===== src/rtl/conv_mac_sequencer_pkg.sv =====
// Shared types and default widths for the convolution MAC sequencer.
//   state_e      : sequencer FSM states
//   Def*         : default parameter values used by the top, sub-module and interface
package conv_mac_sequencer_pkg;

    localparam int unsigned DefDataW  = 8;
    localparam int unsigned DefAccW   = 32;
    localparam int unsigned DefAddrW  = 8;
    localparam int unsigned DefTapW   = 5;
    localparam int unsigned DefMacLat = 1;

    typedef enum logic [2:0] {
        StIdle,
        StClear,
        StFetch,
        StDrain,
        StHold
    } state_e;

endpackage


===== src/rtl/conv_mac_sequencer_if.sv =====
// Result stream between the sequencer and its consumer (valid/ready).
//   data  : captured accumulator sum for the current output index
//   valid : data valid, held until ready
//   ready : consumer accepts data
interface conv_mac_sequencer_if
    import conv_mac_sequencer_pkg::*;
#(
    parameter int unsigned AccW = DefAccW
);
    logic [AccW-1:0] data;
    logic            valid;
    logic            ready;

    modport master (output data, output valid, input ready);
    modport slave  (input data, input valid, output ready);
endinterface


===== src/rtl/conv_mac_sequencer_addr_gen.sv =====
// Address generator for the convolution sequencer.
// Holds the latched configuration plus the output index n and tap index k.
//   clk, rst_n        : clock, async active-low reset
//   load              : latch base/taps/outs and clear n, k
//   base, taps, outs  : configuration sampled on load
//   tap_step          : advance k (wraps to 0 after the last tap)
//   out_step          : advance n
//   sample_addr       : base + n + k, wrapping modulo 2**AddrW
//   coef_addr         : k
//   last_tap/last_out : k / n at their final value
module conv_mac_sequencer_addr_gen
    import conv_mac_sequencer_pkg::*;
#(
    parameter int unsigned AddrW = DefAddrW,
    parameter int unsigned TapW  = DefTapW
) (
    input  logic             clk,
    input  logic             rst_n,
    input  logic             load,
    input  logic [AddrW-1:0] base,
    input  logic [TapW-1:0]  taps,
    input  logic [AddrW-1:0] outs,
    input  logic             tap_step,
    input  logic             out_step,
    output logic [AddrW-1:0] sample_addr,
    output logic [TapW-1:0]  coef_addr,
    output logic             last_tap,
    output logic             last_out
);

    logic [AddrW-1:0] base_q;
    logic [TapW-1:0]  taps_q;
    logic [AddrW-1:0] outs_q;
    logic [AddrW-1:0] n_q;
    logic [TapW-1:0]  k_q;

    always_ff @(posedge clk or negedge rst_n) begin
        if (!rst_n) begin
            base_q <= '0;
            taps_q <= '0;
            outs_q <= '0;
            n_q    <= '0;
            k_q    <= '0;
        end else if (load) begin
            base_q <= base;
            taps_q <= taps;
            outs_q <= outs;
            n_q    <= '0;
            k_q    <= '0;
        end else begin
            // k returns to 0 after the last tap so the next output starts clean
            if (tap_step) begin
                k_q <= last_tap ? '0 : k_q + TapW'(1);
            end
            if (out_step) begin
                n_q <= n_q + AddrW'(1);
            end
        end
    end

    assign sample_addr = base_q + n_q + AddrW'(k_q);
    assign coef_addr   = k_q;
    assign last_tap    = (k_q == taps_q - TapW'(1));
    assign last_out    = (n_q == outs_q - AddrW'(1));

endmodule


===== src/rtl/conv_mac_sequencer.sv =====
// Sequences one shared signed MAC to compute a 1-D valid convolution:
//   result[n] = sum_k coef[k] * sample[sample_base + n + k]
// Ports:
//   clk, rst_n                   : clock, async active-low reset
//   start                        : 1-cycle request, accepted only when idle
//   sample_base/num_taps/num_out : configuration, latched on accepted start
//   sample_addr/sample_data      : sample RAM (1-cycle read latency)
//   coef_addr/coef_data          : coefficient RAM (1-cycle read latency)
//   mac_x, mac_y                 : registered MAC operands, 0 when no tap is in flight
//   accum_reset                  : synchronous clear of the MAC accumulator
//   mac_acc                      : MAC accumulator value
//   result                       : valid/ready result stream
//   busy                         : accepted start through the done cycle
//   done                         : 1-cycle pulse after the last result handshake
module conv_mac_sequencer
    import conv_mac_sequencer_pkg::*;
#(
    parameter int unsigned DataW  = DefDataW,
    parameter int unsigned AccW   = DefAccW,
    parameter int unsigned AddrW  = DefAddrW,
    parameter int unsigned TapW   = DefTapW,
    parameter int unsigned MacLat = DefMacLat
) (
    input  logic               clk,
    input  logic               rst_n,
    input  logic               start,
    input  logic [AddrW-1:0]   sample_base,
    input  logic [TapW-1:0]    num_taps,
    input  logic [AddrW-1:0]   num_out,
    output logic [AddrW-1:0]   sample_addr,
    input  logic [DataW-1:0]   sample_data,
    output logic [TapW-1:0]    coef_addr,
    input  logic [DataW-1:0]   coef_data,
    output logic [DataW-1:0]   mac_x,
    output logic [DataW-1:0]   mac_y,
    output logic               accum_reset,
    input  logic [AccW-1:0]    mac_acc,
    conv_mac_sequencer_if.master result,
    output logic               busy,
    output logic               done
);

    // One cycle of RAM latency, one operand register stage, then MacLat in the MAC
    localparam int unsigned DrainCyc = 2 + MacLat;
    localparam int unsigned DrainW   = (DrainCyc > 1) ? $clog2(DrainCyc) : 1;

    state_e           state_q;
    logic [DrainW-1:0] drain_q;
    logic             accum_reset_q;
    logic             result_valid_q;
    logic [AccW-1:0]  result_data_q;
    logic             busy_q;
    logic             done_q;
    logic             data_v_q;
    logic [DataW-1:0] mac_x_q;
    logic [DataW-1:0] mac_y_q;

    logic cfg_ok;
    logic accept;
    logic tap_step;
    logic out_step;
    logic last_tap;
    logic last_out;

    always_comb begin
        cfg_ok   = (num_taps != '0) && (num_out != '0);
        accept   = start && !busy_q && (state_q == StIdle) && cfg_ok;
        tap_step = (state_q == StFetch);
        out_step = (state_q == StHold) && result.ready && !last_out;
    end

    conv_mac_sequencer_addr_gen #(
        .AddrW (AddrW),
        .TapW  (TapW)
    ) u_addr_gen (
        .clk         (clk),
        .rst_n       (rst_n),
        .load        (accept),
        .base        (sample_base),
        .taps        (num_taps),
        .outs        (num_out),
        .tap_step    (tap_step),
        .out_step    (out_step),
        .sample_addr (sample_addr),
        .coef_addr   (coef_addr),
        .last_tap    (last_tap),
        .last_out    (last_out)
    );

    always_ff @(posedge clk or negedge rst_n) begin
        if (!rst_n) begin
            state_q        <= StIdle;
            drain_q        <= '0;
            accum_reset_q  <= 1'b1;
            result_valid_q <= 1'b0;
            result_data_q  <= '0;
            busy_q         <= 1'b0;
            done_q         <= 1'b0;
        end else begin
            done_q <= 1'b0;
            unique case (state_q)
                StIdle: begin
                    // busy_q is still high during the done cycle, blocking a back-to-back start
                    accum_reset_q <= 1'b1;
                    busy_q        <= 1'b0;
                    if (start && !busy_q) begin
                        if (cfg_ok) begin
                            busy_q  <= 1'b1;
                            state_q <= StClear;
                        end else begin
                            done_q <= 1'b1;
                        end
                    end
                end
                StClear: begin
                    accum_reset_q <= 1'b0;
                    state_q       <= StFetch;
                end
                StFetch: begin
                    if (last_tap) begin
                        drain_q <= '0;
                        state_q <= StDrain;
                    end
                end
                StDrain: begin
                    if (drain_q == DrainW'(DrainCyc - 1)) begin
                        result_data_q  <= mac_acc;
                        result_valid_q <= 1'b1;
                        state_q        <= StHold;
                    end else begin
                        drain_q <= drain_q + DrainW'(1);
                    end
                end
                StHold: begin
                    if (result.ready) begin
                        result_valid_q <= 1'b0;
                        accum_reset_q  <= 1'b1;
                        if (last_out) begin
                            done_q  <= 1'b1;
                            state_q <= StIdle;
                        end else begin
                            state_q <= StClear;
                        end
                    end
                end
                default: state_q <= StIdle;
            endcase
        end
    end

    // Operand pipeline: data_v_q marks the cycle RAM data for an issued tap is present
    always_ff @(posedge clk or negedge rst_n) begin
        if (!rst_n) begin
            data_v_q <= 1'b0;
            mac_x_q  <= '0;
            mac_y_q  <= '0;
        end else begin
            data_v_q <= (state_q == StFetch);
            mac_x_q  <= data_v_q ? sample_data : '0;
            mac_y_q  <= data_v_q ? coef_data : '0;
        end
    end

    assign mac_x        = mac_x_q;
    assign mac_y        = mac_y_q;
    assign accum_reset  = accum_reset_q;
    assign result.data  = result_data_q;
    assign result.valid = result_valid_q;
    assign busy         = busy_q;
    assign done         = done_q;

endmodule

===== src/flat_wrapper.sv =====
// flat-port wrapper written by rule: the top's interface ports become plain ports
module conv_mac_sequencer_flat import conv_mac_sequencer_pkg::*;
#(
    parameter int unsigned DataW  = DefDataW,
    parameter int unsigned AccW   = DefAccW,
    parameter int unsigned AddrW  = DefAddrW,
    parameter int unsigned TapW   = DefTapW,
    parameter int unsigned MacLat = DefMacLat
)
  (clk, rst_n, start, sample_base, num_taps, num_out, sample_addr, sample_data, coef_addr, coef_data, mac_x, mac_y, accum_reset, mac_acc, busy, done, result_data, result_valid, result_ready);
  conv_mac_sequencer_if #(.AccW(AccW)) result_i ();
  input  logic clk;
  input  logic rst_n;
  input  logic start;
  input  logic [AddrW-1:0] sample_base;
  input  logic [TapW-1:0] num_taps;
  input  logic [AddrW-1:0] num_out;
  output logic [AddrW-1:0] sample_addr;
  input  logic [DataW-1:0] sample_data;
  output logic [TapW-1:0] coef_addr;
  input  logic [DataW-1:0] coef_data;
  output logic [DataW-1:0] mac_x;
  output logic [DataW-1:0] mac_y;
  output logic accum_reset;
  input  logic [AccW-1:0] mac_acc;
  output logic busy;
  output logic done;
  output wire logic [$bits(result_i.data)-1:0] result_data;
  output wire logic [$bits(result_i.valid)-1:0] result_valid;
  input wire logic [$bits(result_i.ready)-1:0] result_ready;
  assign result_data = result_i.data;
  assign result_valid = result_i.valid;
  assign result_i.ready = result_ready;
  conv_mac_sequencer #(.DataW(DataW), .AccW(AccW), .AddrW(AddrW), .TapW(TapW), .MacLat(MacLat)) u_core (.clk(clk), .rst_n(rst_n), .start(start), .sample_base(sample_base), .num_taps(num_taps), .num_out(num_out), .sample_addr(sample_addr), .sample_data(sample_data), .coef_addr(coef_addr), .coef_data(coef_data), .mac_x(mac_x), .mac_y(mac_y), .accum_reset(accum_reset), .mac_acc(mac_acc), .result(result_i), .busy(busy), .done(done));
endmodule

===== config.mk =====
export PLATFORM = sky130hd
export DESIGN_NAME = conv_mac_sequencer_flat
export DESIGN_NICKNAME = d
export VERILOG_FILES = /design/src/rtl/conv_mac_sequencer_pkg.sv /design/src/rtl/conv_mac_sequencer_if.sv /design/src/rtl/conv_mac_sequencer_addr_gen.sv /design/src/rtl/conv_mac_sequencer.sv /design/src/flat_wrapper.sv
export SDC_FILE = /design/constraint.sdc
export NUM_CORES = 1
export LEC_CHECK = 0
export BUFFER_PORTS_ARGS = -buffer_cell sky130_fd_sc_hd__buf_2
export CORE_MARGIN = 4
export CORE_UTILIZATION = 30
export DETAILED_ROUTE_END_ITERATION = 7
export GPL_ROUTABILITY_DRIVEN = 0
export SYNTH_ARGS = -nofsm -noshare
export SYNTH_HDL_FRONTEND = slang
export SYNTH_SLANG_ARGS = --single-unit

===== constraint.sdc =====
create_clock -name clk -period 2.7 [get_ports clk]
set_input_delay 0.135 -clock clk [delete_from_list [all_inputs] [get_ports clk]]
set_output_delay 0.135 -clock clk [all_outputs]
set_load 0.01 [all_outputs]

# --- Word-level counts from Yosys, hierarchy flattened ---
# Index checks and enable logic that the tools add are counted.
op_classes:
  n_addsub: 7
  reduce_logical: 21
  n_eq_ne: 13
  n_mux: 29
op_table:
  columns: ["cell", "count"]
  rows:
  - ["8-bit 2-to-1 mux", 4]
  - ["3-bit 2-to-1 mux", 5]
  - ["5-bit 2-to-1 mux", 3]
  - ["3-bit one-hot mux with 5 select lines", 1]
  - ["1-bit 2-to-1 mux", 10]
  - ["8-bit by 1-bit adder with 8-bit output, second input constant", 1]
  - ["8-bit by 5-bit adder with 8-bit output", 1]
  - ["8-bit adder", 1]
  - ["8-bit equality test", 1]
  - ["2-bit != test, second input constant", 4]
  - ["2-bit nonzero test", 4]
  - ["8-bit nonzero test", 1]
  - ["8-bit by 1-bit subtractor with 8-bit output, second input constant", 1]
  - ["3-bit by 2-bit equality test with 1-bit output, second input constant", 2]
  - ["1-bit logical AND", 6]
  - ["3-bit AND reduction", 2]
  - ["5-bit by 1-bit adder with 5-bit output, second input constant", 1]
  - ["5-bit equality test", 1]
  - ["5-bit AND reduction", 1]
  - ["5-bit nonzero test", 1]
  - ["5-bit by 1-bit subtractor with 5-bit output, second input constant", 1]
  - ["2-bit 2-to-1 mux", 2]
  - ["2-bit by 1-bit != test with 1-bit output, second input constant", 2]
  - ["1-bit one-hot mux with 2 select lines", 2]
  - ["10 further kinds", 12]
totals:
  regBits: 92
  inputBits: 73
  elab_cells: 85

# --- Longest topological paths before layout ---
depth:
  depth_word: 6
  ltp_mapped: 12

# --- By module ---
# A second synthesis with hierarchy kept.
unflattened:
  cells_unflattened: 355
  hier_area_um2: 4395.5
modules_own_cells:
  columns: ["mod", "area_per_inst_um2", "seq_area_each_um2", "n_inst", "cells_each"]
  rows:
  - ["conv_mac_sequencer", 2265.9, 1452.6, 1, 159]
  - ["conv_mac_sequencer_addr_gen", 2129.5, 850.8, 1, 196]

# --- Least setup slack after synthesis ---
# OpenSTA, ideal clock, no wires.
synth_path:
  kind: "reg-to-output"
  startpoint: "reg u_core.u_addr_gen.k_q[1] (netlist: u_core.u_addr_gen.coef_addr[1])"
  endpoint: "out sample_addr[7]"
  arrival_ns: 2.284
  setup_slack_ns: 0.281
  n_path_buf: 0
  path_stages_with_launch: 11
  path_cell_list: "dfrtp_1 > fa_1 > ha_1 > inv_1 > fa_1 > nor2b_1 > o21ai_0 > a21oi_1 > o21ai_0 > nand2b_1 > xnor2_1"
synth_via:
  elab_chain_cells: 1
synth_lines:
  columns: ["item", "line", "text"]
  rows:
  - ["start: declaration", "conv_mac_sequencer_addr_gen.sv:35", "logic [TapW-1:0] k_q;"]
  - ["start signal: assignment", "conv_mac_sequencer_addr_gen.sv:53", "k_q <= last_tap ? '0 : k_q + TapW'(1);"]
  - ["8-bit by 5-bit adder with 8-bit output", "conv_mac_sequencer_addr_gen.sv:61", "assign sample_addr = base_q + n_q + AddrW'(k_q);"]
  - ["end: declaration", "flat_wrapper.sv:18", "output logic [AddrW-1:0] sample_addr;"]
# No other way between the ends.

# --- Worst setup path in the final report ---
# Same ends and word-level chain as after synthesis.

==> qor.txt <==
Max Freq - 0.356 GHz
Initial Utilization - 0.307
top_reg_cell synth - dfrtp_1
DRT iter0 DRCs - 144
footprint of the multi-input gates - 0.00202 mm^2
GRT met3 Usage - 0.0524
top cells by count, synth - dfrtp_1, nand2_1, mux2_2, inv_1, o21ai_0
Place WS - 97.2 ps
wirelength, routed - 10800 um
CP required - 2570 ps
Leak - 2.96 nW
R2R cell count - 9
WL/cell - 14.0 um
global route overflow - 0
Final TNS setup - -111 ps
Worst-Margin Slew - 943 ps
vias per std cell - 4.64
number of synthesized register bits - 92
clk_lat worst skew - 340 ps
CP Depth - 11
share of cells above drive strength 1 - 0.384
crit path from - u_core.u_addr_gen.coef_addr[1]
largest net degree at the start of global routing - 75
final hold vios - 0
Slew HR - 0.372
vias - 3562
number of fill cells - 1452
area delta synth->final - 34.8%
initial antenna violation count - 0
Synth area leaders - dfrtp_1, mux2_2, nand2_1
crit path launch type - register
max-cap violation count - 0
post-synthesis cell type count - 55
critical path's top delay family - adder cells
CP max stage delay - 560 ps
Compound-Gate Fraction of Synth Area - 0.0796
Tcrit/Tclk final - 1.04
Slowest-stage cell, CP - fa_1
CTS tree - yes
largest family of logic cells by synthesized area - simple AND/OR/NAND/NOR gates
vias in the first global route - 3777
Hold Path Class - in2reg
Rows - 44
Register Area - 0.00230 mm^2
met1 usage - 0.156
Die H - 130 um
Buf/Inv on CP - 2
failing checks - negative setup slack
Max clock buf depth - 2
mux cell area share after synthesis - 0.0967
crit-path cells - fa_1, ha_2, inv_2, fa_2, nor2b_2, o21ai_2, a21oi_2, o21ai_1, nand2b_1, xnor2_1, buf_2
register area share after synthesis - 0.516
post-route setup slack - -111 ps
DIE AREA - 0.0169 mm^2
Mapped Nets - 498
critical path type - reg2out
post-synthesis cell count - 406
crit path max fanout - 2
Post-Synth Adder-Cell Area - 0.0634
DIE WIDTH - 130 um
# setup viols final - 1
crit path time final - 2810 ps
Syn. warnings - 0
Max Clock Skew - 7.75 ps
fin. max-slew vios - 0
synthesized cell area - 0.00446 mm^2
Initial DRT Pass Iterations - 4
Avg Synthesized Cell Area - 11.0 um^2
CTS sink count - 92
R2R setup slack - 270 ps
PD cells - 1070 mW/mm^2
R2R Path Start - u_core.u_addr_gen.outs_q[0]
# IOs - 138
CTS Buf Count - 9
antenna viol nets, final - 0
RSZ-0062 raised after global routing - true
final core area utilization - 0.414
Placed Cells - 720
Synth top area share - 0.510
busiest layer in global routing - met2
Peak VDD IR - 0.664 mV
status - complete, but fails checks
M2 GR Usage - 0.218
H-tree levels - 3
number of synthesized flops with an enable pin - 0
placed cell area - 0.00537 mm^2
Total GRT Usage - 0.131
Final Net Count - 671
CTS root buf - clkbuf_16
remaining routing DRC violations - 0
fraction of registers with async set/reset - 1.00
Critical Path AT - 2680 ps
dpl hpwl - 7880 um
most frequent cell after synthesis - dfrtp_1
final std cells w/o fill - 768
# port buffers - 137
critical path endpoint category - output port
FF-to-FF End - u_core.u_addr_gen.n_q[5]
area of the core - 0.0145 mm^2
Finished Cell Area - 0.00602 mm^2
xor/xnor share of the synthesized area - 0.0412
Critical Path Sink - sample_addr[7]
CTS clk-pin slew, worst paths - 60 ps
first-pass GRT wire length - 17500 um
Simple-Gate Fraction of Synth Area - 0.163
Yosys top cell by area - dfrtp_1
routing by layer:
layer  share of wire  routed length [um]  vias to the layer above
met3           0.079                 850                       14
met5               0                   0                        -
met2            0.48                5160                      107
met4           0.017                 182                        0
li1                -                   -                     1725
met1            0.42                4570                     1716
cells in the final DEF, fill, tap and decap left out, types with 3 or more instances in the layout:
master,Yosys,routed
a21oi_1,12,9
a21oi_2,0,3
and2_1,16,16
and3_1,5,5
buf_2,2,136
buf_4,1,19
clkbuf_16,0,9
dfrtp_1,91,90
dlygate4sd3_1,0,25
fa_1,6,5
ha_1,13,11
inv_1,23,22
mux2_2,33,33
mux2i_1,6,6
nand2_1,69,69
nand2b_1,6,6
nand3_1,5,5
nor2_1,9,9
nor3_1,9,9
nor4_1,3,3
o21ai_0,18,15
o31ai_1,4,4
or4_1,3,3
xnor2_1,13,13
xor2_1,8,8
area by class of cell:
| type | count | share of cell area |
|---|---|---|
| diodes | 1 | 0.000416 |
| clock buffers | 10 | 0.0397 |
| clock inverters | 5 | 0.0102 |
| inverters | 23 | 0.0143 |
| multi-input cells | 273 | 0.336 |
| flip-flops and latches | 92 | 0.383 |
| well taps | 184 | 0.0383 |
| repair buffers | 180 | 0.178 |
through the flow:
step / total power, mW / hold slack (ps)
finish: 6.42 / 11.9
global placement: 4.98 / 328
CTS: 6.47 / 0.0478
detailed placement: 5.07 / 334
global route: 6.93 / 1.24
floorplan: 4.08 / -161
logic make-up (layout without fill, tap and decap cells):
group                    after synthesis  in the layout
AND/OR/NAND/NOR                      140            140
flip-flops                            92             92
AO/OA/AOI/OAI                         54             54
buffers and inverters                 41            218
multiplexers                          39             39
XOR/XNOR                              21             21
adder cells (fa/ha/maj)               19             19
other                                  0              1
power by group:
| group | internal, mW | total (mW) | switching [mW] |
|---|---|---|---|
| registers | 1.93 | 2.36 | 0.431 |
| logic | 1.37 | 2.78 | 1.41 |
| clock network | 0.742 | 1.27 | 0.529 |
sequential cells by signal, indices dropped and copies added, names as in the netlist:
name                         count
u_core.result.data              32
u_core.mac_x                     8
u_core.mac_y                     8
u_core.u_addr_gen.base_q         8
u_core.u_addr_gen.n_q            8
u_core.u_addr_gen.outs_q         8
u_core.u_addr_gen.coef_addr      5
u_core.u_addr_gen.taps_q         5
u_core.state_q                   3
u_core.drain_q                   2
u_core.accum_reset               1
u_core.busy                      1
u_core.data_v_q                  1
u_core.done                      1
u_core.result.valid              1
worst min path at each step:
stage,from,end,slack [ps],depth (start not counted)
after global placement,rst_n,u_core.u_addr_gen.taps_q[4],330,1
after global routing,mac_acc[11],u_core.result.data[11],1,2
final,coef_data[3],u_core.mac_y[3],10,2
after CTS,mac_acc[15],u_core.result.data[15],0.05,2
after detailed placement,sample_base[2],u_core.u_addr_gen.base_q[2],330,3
after floorplan,rst_n,u_core.busy,-160,0
timing repair:
action	4_1_cts	5_1_grt
gates cloned	0	0
setup buffers	4	3
resized for setup	8	6
setup endpoints to repair	3	3
hold buffers	25	0
pin swaps	8	13
endpoints found under the hold margin	96	0
No activity file was read; power rests on OpenSTA's default activity.
